==> config.mk <==
export PLATFORM = sky130hd
export DESIGN_NAME = button_conditioner_flat
export DESIGN_NICKNAME = d
export VERILOG_FILES = /design/src/rtl/button_conditioner_if.sv /design/src/rtl/button_conditioner.sv /design/src/flat_wrapper.sv
export SDC_FILE = /design/constraint.sdc
export NUM_CORES = 1
export LEC_CHECK = 0
export ABC_AREA = 0
export CORE_ASPECT_RATIO = 0.8
export CORE_UTILIZATION = 60
export CTS_CLUSTER_DIAMETER = 40
export CTS_CLUSTER_SIZE = 12
export DETAILED_ROUTE_END_ITERATION = 8
export DONT_BUFFER_PORTS = 1
export PLACE_DENSITY = 0.87
export SKIP_LAST_GASP = 1
export SYNTH_ARGS = -nofsm -noshare
export SYNTH_HDL_FRONTEND = slang
export SYNTH_SLANG_ARGS = --single-unit
==> constraint.sdc <==
create_clock -name clk -period 3.1 [get_ports clk]
set_clock_uncertainty 0.1 [all_clocks]
set_input_delay 0 -clock clk [delete_from_list [all_inputs] [get_ports clk]]
set_output_delay 0 -clock clk [all_outputs]
set_load 0.02 [all_outputs]
==> src/rtl/button_conditioner_if.sv <==
// Pin-side raw inputs and the conditioned outputs of button_conditioner.
// The master drives the raw buttons; the slave (the conditioner) drives the clean outputs.
interface button_conditioner_if;
    logic cnt_raw;
    logic backward_raw;
    logic cnt_pulse;
    logic cnt_level;
    logic backward_level;

    modport master (
        output cnt_raw,
        output backward_raw,
        input  cnt_pulse,
        input  cnt_level,
        input  backward_level
    );

    modport slave (
        input  cnt_raw,
        input  backward_raw,
        output cnt_pulse,
        output cnt_level,
        output backward_level
    );
endinterface

==> src/rtl/button_conditioner.sv <==
// Two-channel synchroniser + debouncer feeding the counter's functional inputs.
// Optional hold-to-repeat on the cnt channel: define BUTTON_CONDITIONER_AUTO_REPEAT_EN.
module button_conditioner #(
    parameter int unsigned SYNC_STAGES   = 2,
    parameter int unsigned DB_CYCLES     = 50000,
    parameter int unsigned DB_W          = 16,
    parameter int unsigned REPEAT_DELAY  = 25000000,
    parameter int unsigned REPEAT_PERIOD = 5000000
) (
    input logic                 clk,
    input logic                 nRst,
    button_conditioner_if.slave bus
);

    typedef enum logic [1:0] {
        StStableLow,
        StWaitHigh,
        StStableHigh,
        StWaitLow
    } db_state_e;

    localparam int unsigned     NCh     = 2;
    localparam logic [DB_W-1:0] DbLast  = DB_W'(DB_CYCLES - 1);
    localparam logic [DB_W-1:0] DbOne   = DB_W'(1);
    localparam logic            DbSingle = (DB_CYCLES == 1);

    // Channel 0 = cnt, channel 1 = backward.
    logic [NCh-1:0] raw;
    logic [NCh-1:0] s;
    logic [NCh-1:0] level;
    logic [NCh-1:0] rise;
    logic [NCh-1:0] sh;

    assign raw = {bus.backward_raw, bus.cnt_raw};

    for (genvar ch = 0; ch < NCh; ch++) begin : g_ch
        logic [SYNC_STAGES-1:0] sync_q;
        logic [DB_W-1:0]        dbcnt_q;
        logic                   level_q;
        db_state_e              state_q;

        always_ff @(posedge clk or negedge nRst) begin
            if (!nRst) begin
                sync_q <= '0;
            end else begin
                sync_q <= {sync_q[SYNC_STAGES-2:0], raw[ch]};
            end
        end

        assign s[ch]     = sync_q[SYNC_STAGES-1];
        assign level[ch] = level_q;
        assign sh[ch]    = (state_q == StStableHigh);
        // Asserted in the cycle whose edge accepts a new high level.
        assign rise[ch]  = s[ch] && ((state_q == StWaitHigh && dbcnt_q == DbLast) ||
                                     (state_q == StStableLow && DbSingle));

        always_ff @(posedge clk or negedge nRst) begin
            if (!nRst) begin
                state_q <= StStableLow;
                dbcnt_q <= '0;
                level_q <= 1'b0;
            end else begin
                unique case (state_q)
                    StStableLow: begin
                        if (s[ch]) begin
                            if (DbSingle) begin
                                state_q <= StStableHigh;
                                level_q <= 1'b1;
                            end else begin
                                state_q <= StWaitHigh;
                                dbcnt_q <= DbOne;
                            end
                        end
                    end
                    StWaitHigh: begin
                        if (!s[ch]) begin
                            state_q <= StStableLow;
                            dbcnt_q <= '0;
                        end else if (dbcnt_q == DbLast) begin
                            state_q <= StStableHigh;
                            dbcnt_q <= '0;
                            level_q <= 1'b1;
                        end else begin
                            dbcnt_q <= dbcnt_q + DbOne;
                        end
                    end
                    StStableHigh: begin
                        if (!s[ch]) begin
                            if (DbSingle) begin
                                state_q <= StStableLow;
                                level_q <= 1'b0;
                            end else begin
                                state_q <= StWaitLow;
                                dbcnt_q <= DbOne;
                            end
                        end
                    end
                    StWaitLow: begin
                        if (s[ch]) begin
                            state_q <= StStableHigh;
                            dbcnt_q <= '0;
                        end else if (dbcnt_q == DbLast) begin
                            state_q <= StStableLow;
                            dbcnt_q <= '0;
                            level_q <= 1'b0;
                        end else begin
                            dbcnt_q <= dbcnt_q + DbOne;
                        end
                    end
                    default: begin
                        state_q <= StStableLow;
                        dbcnt_q <= '0;
                        level_q <= 1'b0;
                    end
                endcase
            end
        end
    end

    logic rpt_fire;

`ifdef BUTTON_CONDITIONER_AUTO_REPEAT_EN
    localparam int unsigned RptMax = (REPEAT_DELAY > REPEAT_PERIOD) ? REPEAT_DELAY : REPEAT_PERIOD;
    localparam int unsigned RptW   = $clog2(RptMax + 1);

    logic [RptW-1:0] rpt_q;
    logic [RptW-1:0] rpt_inc;
    logic            rpt_armed_q;
    logic            rpt_run;

    // Counts only while cnt stays in STABLE_HIGH; the first WAIT_LOW cycle clears it.
    always_comb begin
        rpt_run  = sh[0] && s[0];
        rpt_inc  = rpt_q + 1'b1;
        rpt_fire = rpt_run && (rpt_armed_q ? (rpt_inc == RptW'(REPEAT_PERIOD))
                                           : (rpt_inc == RptW'(REPEAT_DELAY)));
    end

    always_ff @(posedge clk or negedge nRst) begin
        if (!nRst) begin
            rpt_q       <= '0;
            rpt_armed_q <= 1'b0;
        end else if (!rpt_run) begin
            rpt_q       <= '0;
            rpt_armed_q <= 1'b0;
        end else if (rpt_fire) begin
            rpt_q       <= '0;
            rpt_armed_q <= 1'b1;
        end else begin
            rpt_q <= rpt_inc;
        end
    end
`else
    logic unused_rpt_cfg;
    assign unused_rpt_cfg = ^{REPEAT_DELAY, REPEAT_PERIOD};
    assign rpt_fire       = 1'b0;
`endif

    logic unused_ch;
    assign unused_ch = ^{rise[1], sh};

    logic pulse_q;

    always_ff @(posedge clk or negedge nRst) begin
        if (!nRst) begin
            pulse_q <= 1'b0;
        end else begin
            pulse_q <= rise[0] | rpt_fire;
        end
    end

    assign bus.cnt_pulse      = pulse_q;
    assign bus.cnt_level      = level[0];
    assign bus.backward_level = level[1];

endmodule

==> src/flat_wrapper.sv <==
// flat-port wrapper written by rule: the top's interface ports become plain ports
module button_conditioner_flat 
#(
    parameter int unsigned SYNC_STAGES   = 2,
    parameter int unsigned DB_CYCLES     = 50000,
    parameter int unsigned DB_W          = 16,
    parameter int unsigned REPEAT_DELAY  = 25000000,
    parameter int unsigned REPEAT_PERIOD = 5000000
)
  (clk, nRst, bus_cnt_raw, bus_backward_raw, bus_cnt_pulse, bus_cnt_level, bus_backward_level);
  button_conditioner_if bus_i ();
  input logic clk;
  input logic nRst;
  input wire logic [$bits(bus_i.cnt_raw)-1:0] bus_cnt_raw;
  input wire logic [$bits(bus_i.backward_raw)-1:0] bus_backward_raw;
  output wire logic [$bits(bus_i.cnt_pulse)-1:0] bus_cnt_pulse;
  output wire logic [$bits(bus_i.cnt_level)-1:0] bus_cnt_level;
  output wire logic [$bits(bus_i.backward_level)-1:0] bus_backward_level;
  assign bus_i.cnt_raw = bus_cnt_raw;
  assign bus_i.backward_raw = bus_backward_raw;
  assign bus_cnt_pulse = bus_i.cnt_pulse;
  assign bus_cnt_level = bus_i.cnt_level;
  assign bus_backward_level = bus_i.backward_level;
  button_conditioner #(.SYNC_STAGES(SYNC_STAGES), .DB_CYCLES(DB_CYCLES), .DB_W(DB_W), .REPEAT_DELAY(REPEAT_DELAY), .REPEAT_PERIOD(REPEAT_PERIOD)) u_core (.clk(clk), .nRst(nRst), .bus(bus_i));
endmodule
==> results of run 1 <==
[placed cells by master, fill, tap and decap left out, types with 5 or more instances in the layout]
cell type  instances
clkbuf_8           5
nor3_1             5
inv_1              9
a31oi_1           19
a21oi_1           16
and3_1             5
nand2_1           31
nand3_1           16
nor2_1            10
o21ai_0           23
nand4_1            5
dfrtp_1           43
or3_1              6
[area by class of cell]
| type | count | area, um2 | share of cell area |
|---|---|---|---|
| flip-flops and latches | 43 | 1080 | 0.453 |
| multi-input cells | 179 | 1070 | 0.448 |
| clock buffers | 5 | 68.8 | 0.0289 |
| repair buffers | 6 | 65.1 | 0.0274 |
| well taps | 42 | 52.6 | 0.0221 |
| inverters | 9 | 33.8 | 0.0142 |
| clock inverters | 3 | 15.0 | 0.00632 |
[cell families (layout without fill, tap and decap cells)]
logic type / count (synthesis) / after routing / share of synthesized area
AO/OA/AOI/OAI: 74 / 74 / 0.199
XOR/XNOR: 2 / 2 / 0.00781
adder cells (fa/ha/maj): 2 / 2 / 0.0112
buffers and inverters: 19 / 23 / 0.0452
flip-flops: 43 / 43 / 0.480
multiplexers: 3 / 3 / 0.0162
AND/OR/NAND/NOR: 98 / 98 / 0.241
[registers in the layout (all words and copies together) (netlist names), named ones only]
signal,flops
u_core.bus.cnt_level,1
u_core.bus.cnt_pulse,1
u_core.g_ch.sync_q,4
u_core.g_ch.dbcnt_q,32
u_core.g_ch.state_q,2
u_core.bus.backward_level,1
[routing by layer]
layer | wire, um | vias up
li1 | - | 898
met1 | 2230 | 851
met2 | 1810 | 83
met3 | 374 | 9
met4 | 55 | 0
met5 | 0 | -
[worst max-delay path by stage]
stage	start	slack, ns	cells after the start	end
final	u_core.g_ch[0].dbcnt_q[5]	0.67	6	u_core.g_ch[0].dbcnt_q[12]
after global routing	u_core.g_ch[0].dbcnt_q[5]	0.49	6	u_core.g_ch[0].dbcnt_q[12]
after CTS	u_core.g_ch[0].dbcnt_q[5]	0.73	6	u_core.g_ch[0].dbcnt_q[12]
after detailed placement	u_core.g_ch[0].dbcnt_q[5]	0.74	6	u_core.g_ch[0].dbcnt_q[12]
after global placement	u_core.g_ch[0].dbcnt_q[5]	0.83	5	flop
after floorplan	u_core.g_ch[0].dbcnt_q[5]	1.02	6	flop
[worst reg2reg max path: cells and delay by family, from the launching register on]
kind | cells | cell delay (ns)
and+or+nand+nor | 3 | 1.26
DFF | 1 | 0.46
AOI/OAI and AO/OA | 2 | 0.27
buffers and inverters | 1 | 0.23
[power by group]
group          total [mW]  internal (mW)  leakage [nW]  switching (mW)
Clock               0.341          0.154        0.0477           0.187
Combinational       0.536          0.195         0.343           0.341
Sequential          0.692          0.620         0.576          0.0719
[timing repair]
action                                  CTS  global route
endpoints found under the hold margin    45             0
hold buffers                              4             0
endpoints found under the setup margin    0             0
==> metrics.md, run 1 <==
| Metric | Value |
|---|---|
| Dpl hpwl | 3100 um |
| CP Launch Type | flop |
| Initial DRT Pass Iterations | 5 |
| Vias in the first global route | 1605 |
| Lkg Pwr | 0.966 nW |
| Hold Crit Class | in2async |
| Unrepaired setup endpoints after global routing | no |
| GRT Residual Overflow | 0 |
| Final setup viols | 0 |
| # fillers | 257 |
| Slew margin rel. | 0.534 |
| Number of synthesized flops with an enable pin | 0 |
| Layout cell share with drive strength beyond 1 | 0.0816 |
| Post-route insts no fill | 287 |
| Critical Path Max Stage Delay | 0.64 ns |
| Grt met1 use | 0.391 |
| Worst-case clock buffer depth | 2 |
| Residual DRC | 0 |
| Finished Core Util | 0.680 |
| Top Family by Delay on Critical Path | simple AND/OR/NAND/NOR gates |
| Total track usage | 0.248 |
| Worst slew pin tran | 0.691 ns |
| Largest fanout on the critical path | 9 |
| H-tree depth | 2 |
| Tot Pwr | 1.57 mW |
| CTS Buf Count | 5 |
| Slowest stage cell, crit path | or4b_1 |
| Initial antenna violation count | 0 |
| Crit. End Element | flop |
| Initial Utilization | 0.642 |
| Post-route cell area | 2380 um2 |
| GR Layer Usage met2 | 0.321 |
| Hold Fails Final Rpt | 0 |
| Most common cell in the netlist | dfrtp_1 |
| Asr flop ratio synth | 1.00 |
| Vias post-DR | 1841 |
| Synth unique cells | 48 |
| GR peak layer | met1 |
| Largest area contributor in the netlist | dfrtp_1 |
| Final wirelength | 4470 um |
| Number of top-level pins | 7 |
| Area grow syn2layout | 5.97% |
| Synthesized cell area | 2240 um2 |
| Postcts setup bufs | 0 |
| M3 GR Usage | 0.0718 |
| Maxcap violations | 0 |
| Skew-Pair Late Insertion Delay | 0.30 ns |
| Reg-to-reg setup timing slack | 0.67 ns |
| Final period utilization | 0.783 |
| Synth Instances | 241 |
| Row count | 19 |
| Vias per std cell | 6.41 |
| # port buffers | 0 |
| Nets | 250 |
| FF+latch count, synth | 43 |
| WP data required | 3.17 ns |
| Crit path kind | reg2reg |
| CP arrival | 2.50 ns |
| Cell total after placement | 275 |
| Clock Tree Root | clkbuf_8 |
| Final setup margin | 0.674 ns |
| Die width | 70.4 um |
| Antenna Violating Nets Remaining | 0 |
| First-pass GRT wire length | 7600 um |
| CTS Sinks | 43 |
| Synth top cells by count | dfrtp_1, nand2_1, o21ai_0, a31oi_1 |
| YS warnings | 0 |
| Clk pin slew, worst setup/hold paths | 0.08 ns |
| Chip height | 56.7 um |
| Syn avg cell area | 9.31 um2 |
| Post-Route Setup TNS | 0 ns |
| Post-synth top area share | 0.480 |
| CTS tree | done |
| Largest net degree at the start of global routing | 44 |
| Final Max Slew Viols | 0 |
| Worst r2r src | u_core.g_ch[0].dbcnt_q[5] |
| Peak supply drop | 0.000460 V |
| Crit path time final | 2.43 ns |
| Highest clock rate | 412 MHz |
| DIE AREA | 3990 um2 |
| Dpl ws | 0.737 ns |
| Core Area | 3490 um2 |
| Status | completed |
| Syn_nets | 247 |
| DR iter-0 viols | 261 |
| Area contributors post-synth | dfrtp_1, a31oi_1, nand2_1 |
| Pwr dens | 660 nW/um2 |
| Cell depth of the worst flop-to-flop path | 6 |
| Leading register cell type out of synthesis | dfrtp_1 |
| CP Buf/Inv Count | 1 |
| Critical-path cell list | or4b_1 > nor4_4 > nor2_1 > buf_4 > a41oi_1 > a31oi_1 |
| Hold WS | 0.0578 ns |
| R2R Path End | u_core.g_ch[0].dbcnt_q[12] |
| Register area share after synthesis | 0.480 |
| GP Congestion | 0.935 |
| Wirelength per Cell | 15.6 um |
| Post-CTS Resized | 0 |
| Ant. Diodes | 0 |
| Dpl cell area | 2240 um2 |
(Power assumes the default switching activity.)
==> inputs of run 2 (changes only) <==
- CORE_UTILIZATION: 60 -> 56
- PLACE_DENSITY: 0.87 -> 0.85
- clock period: 3.1 -> 2 ns (I/O delays scaled with it)
==> run 2 against run 1 <==
The flow now finishes with violations (setup timing). Non-clock buffer count increased by 43. Die area is 6.9% higher. Wire length is 25% higher. Critical path depth did not move. Via count up 14%. Largest cell class is now multi-input gates.
==> metrics.md, run 2 (synthesis results as in run 1) <==
| Metric | Value |
|---|---|
| Status | complete, but fails checks |
| Violated checks | setup timing |
| Lkg Pwr | 1.21 nW (+25%) |
| Pwr dens | 1030 nW/um2 (+56%) |
| Nets | 294 (+18%) |
| Most frequent cells in the layout | dfrtp_1, buf_4, nand2_1 |
| Die width | 72.8 um (+3.4%) |
| Net Sw Frac | 0.373 (-0.00933) |
| Sequential share of power | 0.357 (-0.084) |
| WP data required | 2.08 ns (-1.09 ns) |
| Slew margin rel. | 0.703 (+0.169) |
| CP arrival | 2.08 ns (-0.42 ns) |
| Dpl hpwl | 3460 um (+11%) |
| Peak supply drop | 0.000704 V (+53%) |
| Clock share of power | 0.211 (-0.006) |
| Largest net degree at the start of global routing | 44 (unchanged) |
| Final setup margin | -0.00848 ns (-0.682 ns) |
| Initial DRT Pass Iterations | 6 (+1) |
| DIE AREA | 4260 um2 (+6.9%) |
| Final period utilization | 1.00 (+0.222) |
| Largest fanout on the critical path | 8 (-1) |
| Row count | 20 (+1) |
| CTS Sinks | 43 (unchanged) |
| Skew-Pair Late Insertion Delay | 0.30 ns (about the same) |
| Antenna Violating Nets Remaining | 0 (unchanged) |
| Crit. End Element | flop |
| Vias per std cell | 6.10 (-4.9%) |
| Post-route cell area | 2810 um2 (+18%) |
| Final wirelength | 5570 um (+25%) |
| Tot Pwr | 2.90 mW (+85%) |
| Initial Utilization | 0.586 (-0.0560) |
| NetSw | 1.08 mW (+80%) |
| Highest clock rate | 498 MHz (+21%) |
| Hold Fails Final Rpt | 0 (unchanged) |
| Post-route insts no fill | 344 (+20%) |
| # port buffers | 0 (unchanged) |
| Final Max Slew Viols | 0 (unchanged) |
| Finished Core Util | 0.735 (+0.0547) |
| Unrepaired setup endpoints after global routing | yes |
| Maxcap violations | 0 (unchanged) |
| First-pass GRT wire length | 8870 um (+17%) |
| GRT Residual Overflow | 0 (unchanged) |
| Worst slew pin tran | 0.439 ns (-0.251 ns) |
| Crit path kind | reg2reg |
| Dpl ws | -0.296 ns (-1.03 ns) |
| Crit path time final | 2.01 ns (-0.418 ns) |
| Area grow syn2layout | 25.4% |
| # fillers | 263 (+2.3%) |
| Top Registers | u_core.g_ch.dbcnt_q (32), u_core.g_ch.sync_q (4), u_core.g_ch.state_q (2) |
| CTS tree | done |
| CP Launch Type | flop |
| Layout cell share with drive strength beyond 1 | 0.263 (+0.181) |
| Clk pin slew, worst setup/hold paths | 0.08 ns (about the same) |
| Number of top-level pins | 7 (unchanged) |
| Total track usage | 0.276 (+0.0278) |
| H-tree depth | 2 (unchanged) |
| Hold Crit Class | in2async |
| GP Congestion | 0.872 (-6.7%) |
| Dpl cell area | 2510 um2 (+12%) |
| Initial antenna violation count | 0 (unchanged) |
| Residual DRC | 0 (unchanged) |
| Cell total after placement | 321 (+17%) |
| Vias post-DR | 2098 (+14%) |
| DR iter-0 viols | 271 (+3.8%) |
| Chip height | 58.6 um (+3.4%) |
| Register bank with the most flops | u_core.g_ch.dbcnt_q |
| P_int | 1.82 mW (+87%) |
| Core Area | 3830 um2 (+9.6%) |
| CTS Buf Count | 5 (unchanged) |
| Logic pwr share | 0.432 (+0.090) |
| Final setup viols | 1 (+1) |
| Worst-case clock buffer depth | 2 (unchanged) |
| Clock Tree Root | clkbuf_8 |
| Max reg flops | 32 (unchanged) |
| Ant. Diodes | 0 (unchanged) |
| Wirelength per Cell | 16.2 um (+3.9%) |
| Vias in the first global route | 1886 (+18%) |
-- run 2: layer usage --
metal | part of all wire | track usage | vias to the layer above | wire length, um
met3 | 0.077 | 0.0788 | 16 | 428
met1 | 0.45 | 0.391 | 987 | 2520
li1 | - | - | 993 | -
met4 | 0.016 | 0.0980 | 0 | 90
met5 | 0 | 0 | - | 0
met2 | 0.46 | 0.406 | 102 | 2540
-- run 2: worst paths after layout --
path / start / end / slack (ns) / cells after the start
max in group asynchronous: nRst / u_core.bus.cnt_level / 1.50 / 2
setup reg to reg: u_core.g_ch[0].dbcnt_q[11] / u_core.g_ch[0].dbcnt_q[14] / -0.008 / 6
min in group clk: bus_backward_raw / u_core.g_ch[1].sync_q[0] / 0.16 / 1
hold reg to reg: u_core.g_ch[1].sync_q[0] / u_core.g_ch[1].sync_q[1] / 0.27 / 0
hold / removal: nRst / u_core.g_ch[0].dbcnt_q[1] / 0.08 / 2
setup / recovery: u_core.g_ch[0].dbcnt_q[11] / u_core.g_ch[0].dbcnt_q[14] / -0.008 / 6
-- run 2: what timing repair did --
item / CTS / global route
pin swaps: 9 / 9
resized for setup: 18 / 8
endpoints found under the setup margin: 14 / 27
hold endpoints to repair: 45 / 0
setup buffers: 5 / 7
hold buffers: 4 / 0
gates cloned: 1 / 0
-- run 2: cell type report --
type | count | area, um2 | share of cell area
clock buffer | 8 | 100 | 0.0356
inverter | 9 | 33.8 | 0.0120
multi-input combinational | 180 | 1140 | 0.405
sequential | 43 | 1080 | 0.382
tap | 55 | 68.8 | 0.0245
timing repair buffer | 49 | 395 | 0.141
-- run 2: metrics by stage --
stage | TNS, ns | hold WS, ns
3_3_place_gp | -0.355 | -0.395
5_1_grt | -0.176 | 0.0972
4_1_cts | -0.193 | 0.0884
3_5_place_dp | -1.61 | -0.395
6_report | -0.00848 | 0.0803
2_1_floorplan | -0.139 | -0.396
-- run 2: power groups by stage --
| stage | Clock (mW) | Combinational [mW] | Sequential, mW |
|---|---|---|---|
| detailed placement | 0 | 0.994 | 1.05 |
| global placement | 0 | 0.968 | 1.04 |
| floorplan | 0 | 0.690 | 1.04 |
| CTS | 0.615 | 1.11 | 1.03 |
| finish | 0.610 | 1.25 | 1.03 |
| global route | 0.654 | 1.37 | 1.05 |
-- run 2: worst max-delay path: stages, from the launching register on --
cell and delay [ns]:
dfrtp_1 0.39, or3b_4 0.45, nor4_4 0.38, buf_4 0.22, nor2_4 0.08, a31oi_1 0.20, a31oi_1 0.07
